--- src/rtl/vec_dot_accumulator_if.sv ---
// Handshake bundle between the multiplier, the dot-product accumulator and lane writeback.
interface vec_dot_accumulator_if #(
  parameter int WIDTH     = 8,
  parameter int MAX_LEN   = 16,
  parameter int LEN_W     = $clog2(MAX_LEN) + 1,
  parameter int ACC_WIDTH = 2 * WIDTH + $clog2(MAX_LEN)
);
  logic                   start;
  logic [LEN_W-1:0]       len;
  logic [2*WIDTH-1:0]     product;
  logic                   prod_valid;
  logic                   prod_ready;
  logic [ACC_WIDTH-1:0]   result;
  logic                   res_valid;
  logic                   res_ready;
  logic                   busy;
  logic                   overflow;

  modport master (
    output start, len, product, prod_valid, res_ready,
    input  prod_ready, result, res_valid, busy, overflow
  );

  modport slave (
    input  start, len, product, prod_valid, res_ready,
    output prod_ready, result, res_valid, busy, overflow
  );
endinterface

--- src/rtl/vec_dot_accumulator.sv ---
// Signed dot-product accumulator: sums len products and hands the result downstream.
// Optional saturating adds with a sticky overflow flag under `VEC_DOT_ACC_SAT_EN.
module vec_dot_accumulator #(
  parameter int WIDTH     = 8,
  parameter int MAX_LEN   = 16,
  parameter int LEN_W     = $clog2(MAX_LEN) + 1,
  parameter int ACC_WIDTH = 2 * WIDTH + $clog2(MAX_LEN)
) (
  input  logic                  clk_i,
  input  logic                  rst_n_i,
  vec_dot_accumulator_if.slave  bus
);
  localparam int PW = 2 * WIDTH;

  typedef enum logic [1:0] {IDLE, ACCUM, DONE} state_e;

  state_e               state_q;
  logic [ACC_WIDTH-1:0] acc_q, acc_d;
  logic [LEN_W-1:0]     cnt_q, len_q;
  logic                 prod_rdy_q, res_vld_q, busy_q, ovf_q;
  logic                 clamp;
  logic                 hs;

`ifdef VEC_DOT_ACC_SAT_EN
  localparam logic [ACC_WIDTH-1:0] ACC_MAX = {1'b0, {(ACC_WIDTH-1){1'b1}}};
  localparam logic [ACC_WIDTH-1:0] ACC_MIN = {1'b1, {(ACC_WIDTH-1){1'b0}}};
  logic [ACC_WIDTH:0] sum_w;

  // One guard bit catches signed overflow; clamp toward the sign of the true sum.
  always_comb begin
    sum_w = {acc_q[ACC_WIDTH-1], acc_q} + (ACC_WIDTH+1)'($signed(bus.product));
    clamp = sum_w[ACC_WIDTH] ^ sum_w[ACC_WIDTH-1];
    acc_d = sum_w[ACC_WIDTH-1:0];
    if (clamp) acc_d = sum_w[ACC_WIDTH] ? ACC_MIN : ACC_MAX;
  end
`else
  always_comb begin
    acc_d = acc_q + ACC_WIDTH'($signed(bus.product));
  end
  assign clamp = 1'b0;
`endif

  assign hs = bus.prod_valid && prod_rdy_q;

  always_ff @(posedge clk_i) begin
    if (!rst_n_i) begin
      state_q    <= IDLE;
      acc_q      <= '0;
      cnt_q      <= '0;
      len_q      <= '0;
      prod_rdy_q <= 1'b0;
      res_vld_q  <= 1'b0;
      busy_q     <= 1'b0;
      ovf_q      <= 1'b0;
    end else begin
      case (state_q)
        IDLE: if (bus.start) begin
          acc_q  <= '0;
          cnt_q  <= '0;
          ovf_q  <= 1'b0;
          busy_q <= 1'b1;
          if (bus.len != '0) begin
            len_q      <= bus.len;
            state_q    <= ACCUM;
            prod_rdy_q <= 1'b1;
          end else begin
            state_q   <= DONE;
            res_vld_q <= 1'b1;
          end
        end
        ACCUM: if (hs) begin
          acc_q <= acc_d;
          cnt_q <= cnt_q + LEN_W'(1);
          ovf_q <= ovf_q | clamp;
          if (cnt_q == len_q - LEN_W'(1)) begin
            state_q    <= DONE;
            prod_rdy_q <= 1'b0;
            res_vld_q  <= 1'b1;
          end
        end
        DONE: if (bus.res_ready) begin
          state_q   <= IDLE;
          res_vld_q <= 1'b0;
          busy_q    <= 1'b0;
        end
        default: begin
          state_q    <= IDLE;
          prod_rdy_q <= 1'b0;
          res_vld_q  <= 1'b0;
          busy_q     <= 1'b0;
        end
      endcase
    end
  end

  assign bus.prod_ready = prod_rdy_q;
  assign bus.res_valid  = res_vld_q;
  assign bus.result     = acc_q;
  assign bus.busy       = busy_q;
  assign bus.overflow   = ovf_q;
endmodule

--- src/flat_wrapper.sv ---
// flat-port wrapper written by rule: the top's interface ports become plain ports
module vec_dot_accumulator_flat 
#(
  parameter int WIDTH     = 8,
  parameter int MAX_LEN   = 16,
  parameter int LEN_W     = $clog2(MAX_LEN) + 1,
  parameter int ACC_WIDTH = 2 * WIDTH + $clog2(MAX_LEN)
)
  (clk_i, rst_n_i, bus_start, bus_len, bus_product, bus_prod_valid, bus_res_ready, bus_prod_ready, bus_result, bus_res_valid, bus_busy, bus_overflow);
  vec_dot_accumulator_if #(.WIDTH(WIDTH), .MAX_LEN(MAX_LEN), .LEN_W(LEN_W), .ACC_WIDTH(ACC_WIDTH)) bus_i ();
  input  logic clk_i;
  input  logic rst_n_i;
  input wire logic [$bits(bus_i.start)-1:0] bus_start;
  input wire logic [$bits(bus_i.len)-1:0] bus_len;
  input wire logic [$bits(bus_i.product)-1:0] bus_product;
  input wire logic [$bits(bus_i.prod_valid)-1:0] bus_prod_valid;
  input wire logic [$bits(bus_i.res_ready)-1:0] bus_res_ready;
  output wire logic [$bits(bus_i.prod_ready)-1:0] bus_prod_ready;
  output wire logic [$bits(bus_i.result)-1:0] bus_result;
  output wire logic [$bits(bus_i.res_valid)-1:0] bus_res_valid;
  output wire logic [$bits(bus_i.busy)-1:0] bus_busy;
  output wire logic [$bits(bus_i.overflow)-1:0] bus_overflow;
  assign bus_i.start = bus_start;
  assign bus_i.len = bus_len;
  assign bus_i.product = bus_product;
  assign bus_i.prod_valid = bus_prod_valid;
  assign bus_i.res_ready = bus_res_ready;
  assign bus_prod_ready = bus_i.prod_ready;
  assign bus_result = bus_i.result;
  assign bus_res_valid = bus_i.res_valid;
  assign bus_busy = bus_i.busy;
  assign bus_overflow = bus_i.overflow;
  vec_dot_accumulator #(.WIDTH(WIDTH), .MAX_LEN(MAX_LEN), .LEN_W(LEN_W), .ACC_WIDTH(ACC_WIDTH)) u_core (.clk_i(clk_i), .rst_n_i(rst_n_i), .bus(bus_i));
endmodule
--- config.mk ---
export PLATFORM = sky130hd
export DESIGN_NAME = vec_dot_accumulator_flat
export DESIGN_NICKNAME = d
export VERILOG_FILES = /design/src/rtl/vec_dot_accumulator_if.sv /design/src/rtl/vec_dot_accumulator.sv /design/src/flat_wrapper.sv
export SDC_FILE = /design/constraint.sdc
export NUM_CORES = 1
export LEC_CHECK = 0
export BUFFER_PORTS_ARGS = -buffer_cell sky130_fd_sc_hd__buf_2
export CAP_MARGIN = 20
export CORE_UTILIZATION = 50
export DETAILED_ROUTE_END_ITERATION = 8
export GPL_TIMING_DRIVEN = 0
export PLACE_DENSITY = 0.73
export SKIP_LAST_GASP = 1
export SYNTH_ARGS = -nofsm -noshare
export SYNTH_HDL_FRONTEND = slang
export SYNTH_SLANG_ARGS = --single-unit
--- constraint.sdc ---
create_clock -name clk_i -period 3.6 [get_ports clk_i]
set_input_delay 1.08 -clock clk_i [delete_from_list [all_inputs] [get_ports clk_i]]
set_output_delay 1.08 -clock clk_i [all_outputs]
set_load 0.01 [all_outputs]
==> out/metrics.cfg <==
[setup_path]
path_class = primary input to register
endpoint_kind = register
crit_arrival_ns = 3.16
path_cells = buf_2, ha_1, a21oi_1, nand2_1, o21a_1, o31ai_1, nor3_1, a2111oi_0, o31ai_1
cp_common_cell = o31ai_1
cp_slowest_cell = o31ai_1
max_stage_delay_ns = 0.50
required_ns = 3.76
crit_family = compound AO/OA/AOI/OAI gates
cp_num_cells = 9
cp_num_buf_inv = 1
crit_fanout = 4
reg2regPathDepth = 8
crit_path_start_kind = primary input

[route]
vias_per_cell = 5.59
routedWlPerCell_um = 13.0
drc = 2
postRouteAntennaNets = 0
first_iter_violations = 125
first_pass_iters = 6
dr_total_vias = 2254
wl_um = 5250

[pwr]
ir_worst_vdd_mv = 0.192
p_per_area_nw_per_um2 = 315
p_leak_nw = 1.30

[logic_synthesis]
synth-compound-area-share_pct = 25.4
synth.distinct_cells = 49
synthArstFlopShare_pct = 0
synth_top_family_by_area = compound AO/OA/AOI/OAI gates
synth_ff_type = dfxtp_1
synth.most_common_cell = nand2_1
synth_enable_flop_cells = 0
netlist_instances = 295
synthAdderAreaFrac_pct = 11.9
muxShareOfSynthArea_pct = 0
ys_ff_latch = 35
synth_area_leaders = dfxtp_1, ha_1, nand2_1
synth_seq_area_share_pct = 29.4
synth_area_um2 = 2390
synth_xor_area_share_pct = 8.44
synth.top_cell.area_share_pct = 29.4
yosys.area_share.simple_pct = 22.0
synthTopCellsByCount = nand2_1, dfxtp_1, a21oi_1
syn_nets = 343
yosys.area.top_type = dfxtp_1
yosysWarnings = 0
syn-mean-instance-area_um2 = 8.09

[clock_tree]
clock_sinks = 35
clk_latency_ns = 0.29
cts_made_buffers = 5
clkTransAtPathRegs_ns = 0.08
ctsHtreeMaxLevel = 2
cts.hold.buffers_added = 0
cts_setup_buffers = 0
cts_tree = done
cts_root_buffer = clkbuf_8
clk_path_buf_depth = 2
ctsResizeCount = 0

[timing]
hold_violations = 0
setup_ws_ns = 0.597
setup_tns_ns = 0
period_share_pct = 83.4
fmax_ghz = 0.333
finalSetupViolCount = 0
fin_crit_ns = 3.00
final.setup_skew_ns = 0.00382
drv_slew = 0
relSlewSlack_pct = 61.2
rsz0062_at_grt = false
tightest_slew_ns = 0.577

[placed_design]
dp_hpwl_um = 4090
gp_congestion = 0.882
io_buffers = 48
dp_slack_ns = 0.383

[layout]
antenna_cells = 0
fillers = 414
fin_nets = 398
drive_above_1_share_pct = 17.9
synthToLayoutAreaGrowth_pct = 16.9

[outcome]
violations = DRC
run_status = finished with violations

[global_route]
antenna_found_initial = 0
grt_max_degree = 13
grt_pass1_vias = 2090
grt_pass1_wl_um = 9080
track_usage_pct = 22.2
overflow = 0

[floorplanning]
die_y_um = 71.1
core_um2 = 4470
start_util_pct = 53.3
dieArea_um2 = 5050
die_x_um = 71.1
fp-row-count = 24
pin_count = 50

[flow_run]
drv_cap = 0

[hold_path]
hold-path-cell-count = 2
hp-class = register to register

-- per-stage QoR --
stage | hold slack, ns | utilization [%] | cell area (um2) | total power, W | instances
floorplan | 0.455 | - | 2390 | 0.000528 | 295
global placement | 0.457 | 60.2 | 2690 | 0.000573 | 395
detailed placement | 0.463 | 60.2 | 2690 | 0.000576 | 395
CTS | 0.474 | 62.4 | 2790 | 0.000889 | 403
global route | 0.489 | 62.4 | 2790 | 0.000925 | 403
finish | 0.471 | 62.4 | 2790 | 0.000879 | 403
-- cells by family (layout without fill, tap and decap cells) --
logic type	count (synthesis)	in the layout
flops	35	35
compound gates	91	91
buf+inv	17	73
xor+xnor	23	23
simple gates	106	106
fa+ha+maj	22	22
other cells	1	1
-- routing by layer --
layer / up-vias / wire length (um) / GRT usage [%]
met3: 4 / 227 / 4.70
met5: - / 0 / 0
met2: 47 / 2460 / 37.8
li1: 1171 / - / -
met1: 1032 / 2530 / 29.0
met4: 0 / 34 / 4.89
-- placed cells by master (no fill, tap or decap), drive strengths merged, types with 9 or more instances in the layout --
cell / count
a21o: 9
a21oi: 26
a22oi: 9
buf: 50
clkbuf: 12
dfxtp: 35
ha: 21
inv: 9
nand2: 41
nor2: 15
nor2b: 14
o21ai: 16
xnor2: 13
xor2: 10
-- report_power, final --
group	total [W]	switching, W	internal (W)
Clock	0.000312	0.000155	0.000156
Combinational	0.000158	0.0000898	0.0000686
Sequential	0.000409	0.0000106	0.000399
-- final cells by class --
class	instances	area, um2	area share [%]
Timing Repair Buffer	48	240	8.61
Inverter	9	33.8	1.21
Tap cell	52	65.1	2.33
Clock inverter	2	16.3	0.583
Multi-Input combinational cell	243	1620	58.0
Sequential cell	35	701	25.1
Clock buffer	6	82.6	2.96
Buffer	8	33.8	1.21
-- worst min-delay path, cell delays in order, from the launching register on --
cell and delay [ns]:
dfxtp_1 0.32, nand2_1 0.05, o31ai_1 0.05
-- flip-flops by register name (all words and copies together) (netlist names) --
register and flops:
u_core.bus.busy 1, u_core.bus.prod_ready 1, u_core.cnt_q 5, u_core.bus.result 20
u_core.len_q 5, u_core.bus.res_valid 1, u_core.state_q 2
-- path summary, 6_finish.rpt --
| kind | start | endpoint | slack [ns] |
|---|---|---|---|
| worst max register to register | u_core.bus.result[4] | u_core.bus.result[19] | 1.13 |
| worst max-delay path | bus_product[4] | u_core.bus.result[19] | 0.60 |
| worst min register to register | u_core.bus.result[17] | u_core.bus.result[17] | 0.47 |
| worst min-delay path | u_core.bus.result[17] | u_core.bus.result[17] | 0.47 |
Power figures use the tool's default switching activity.
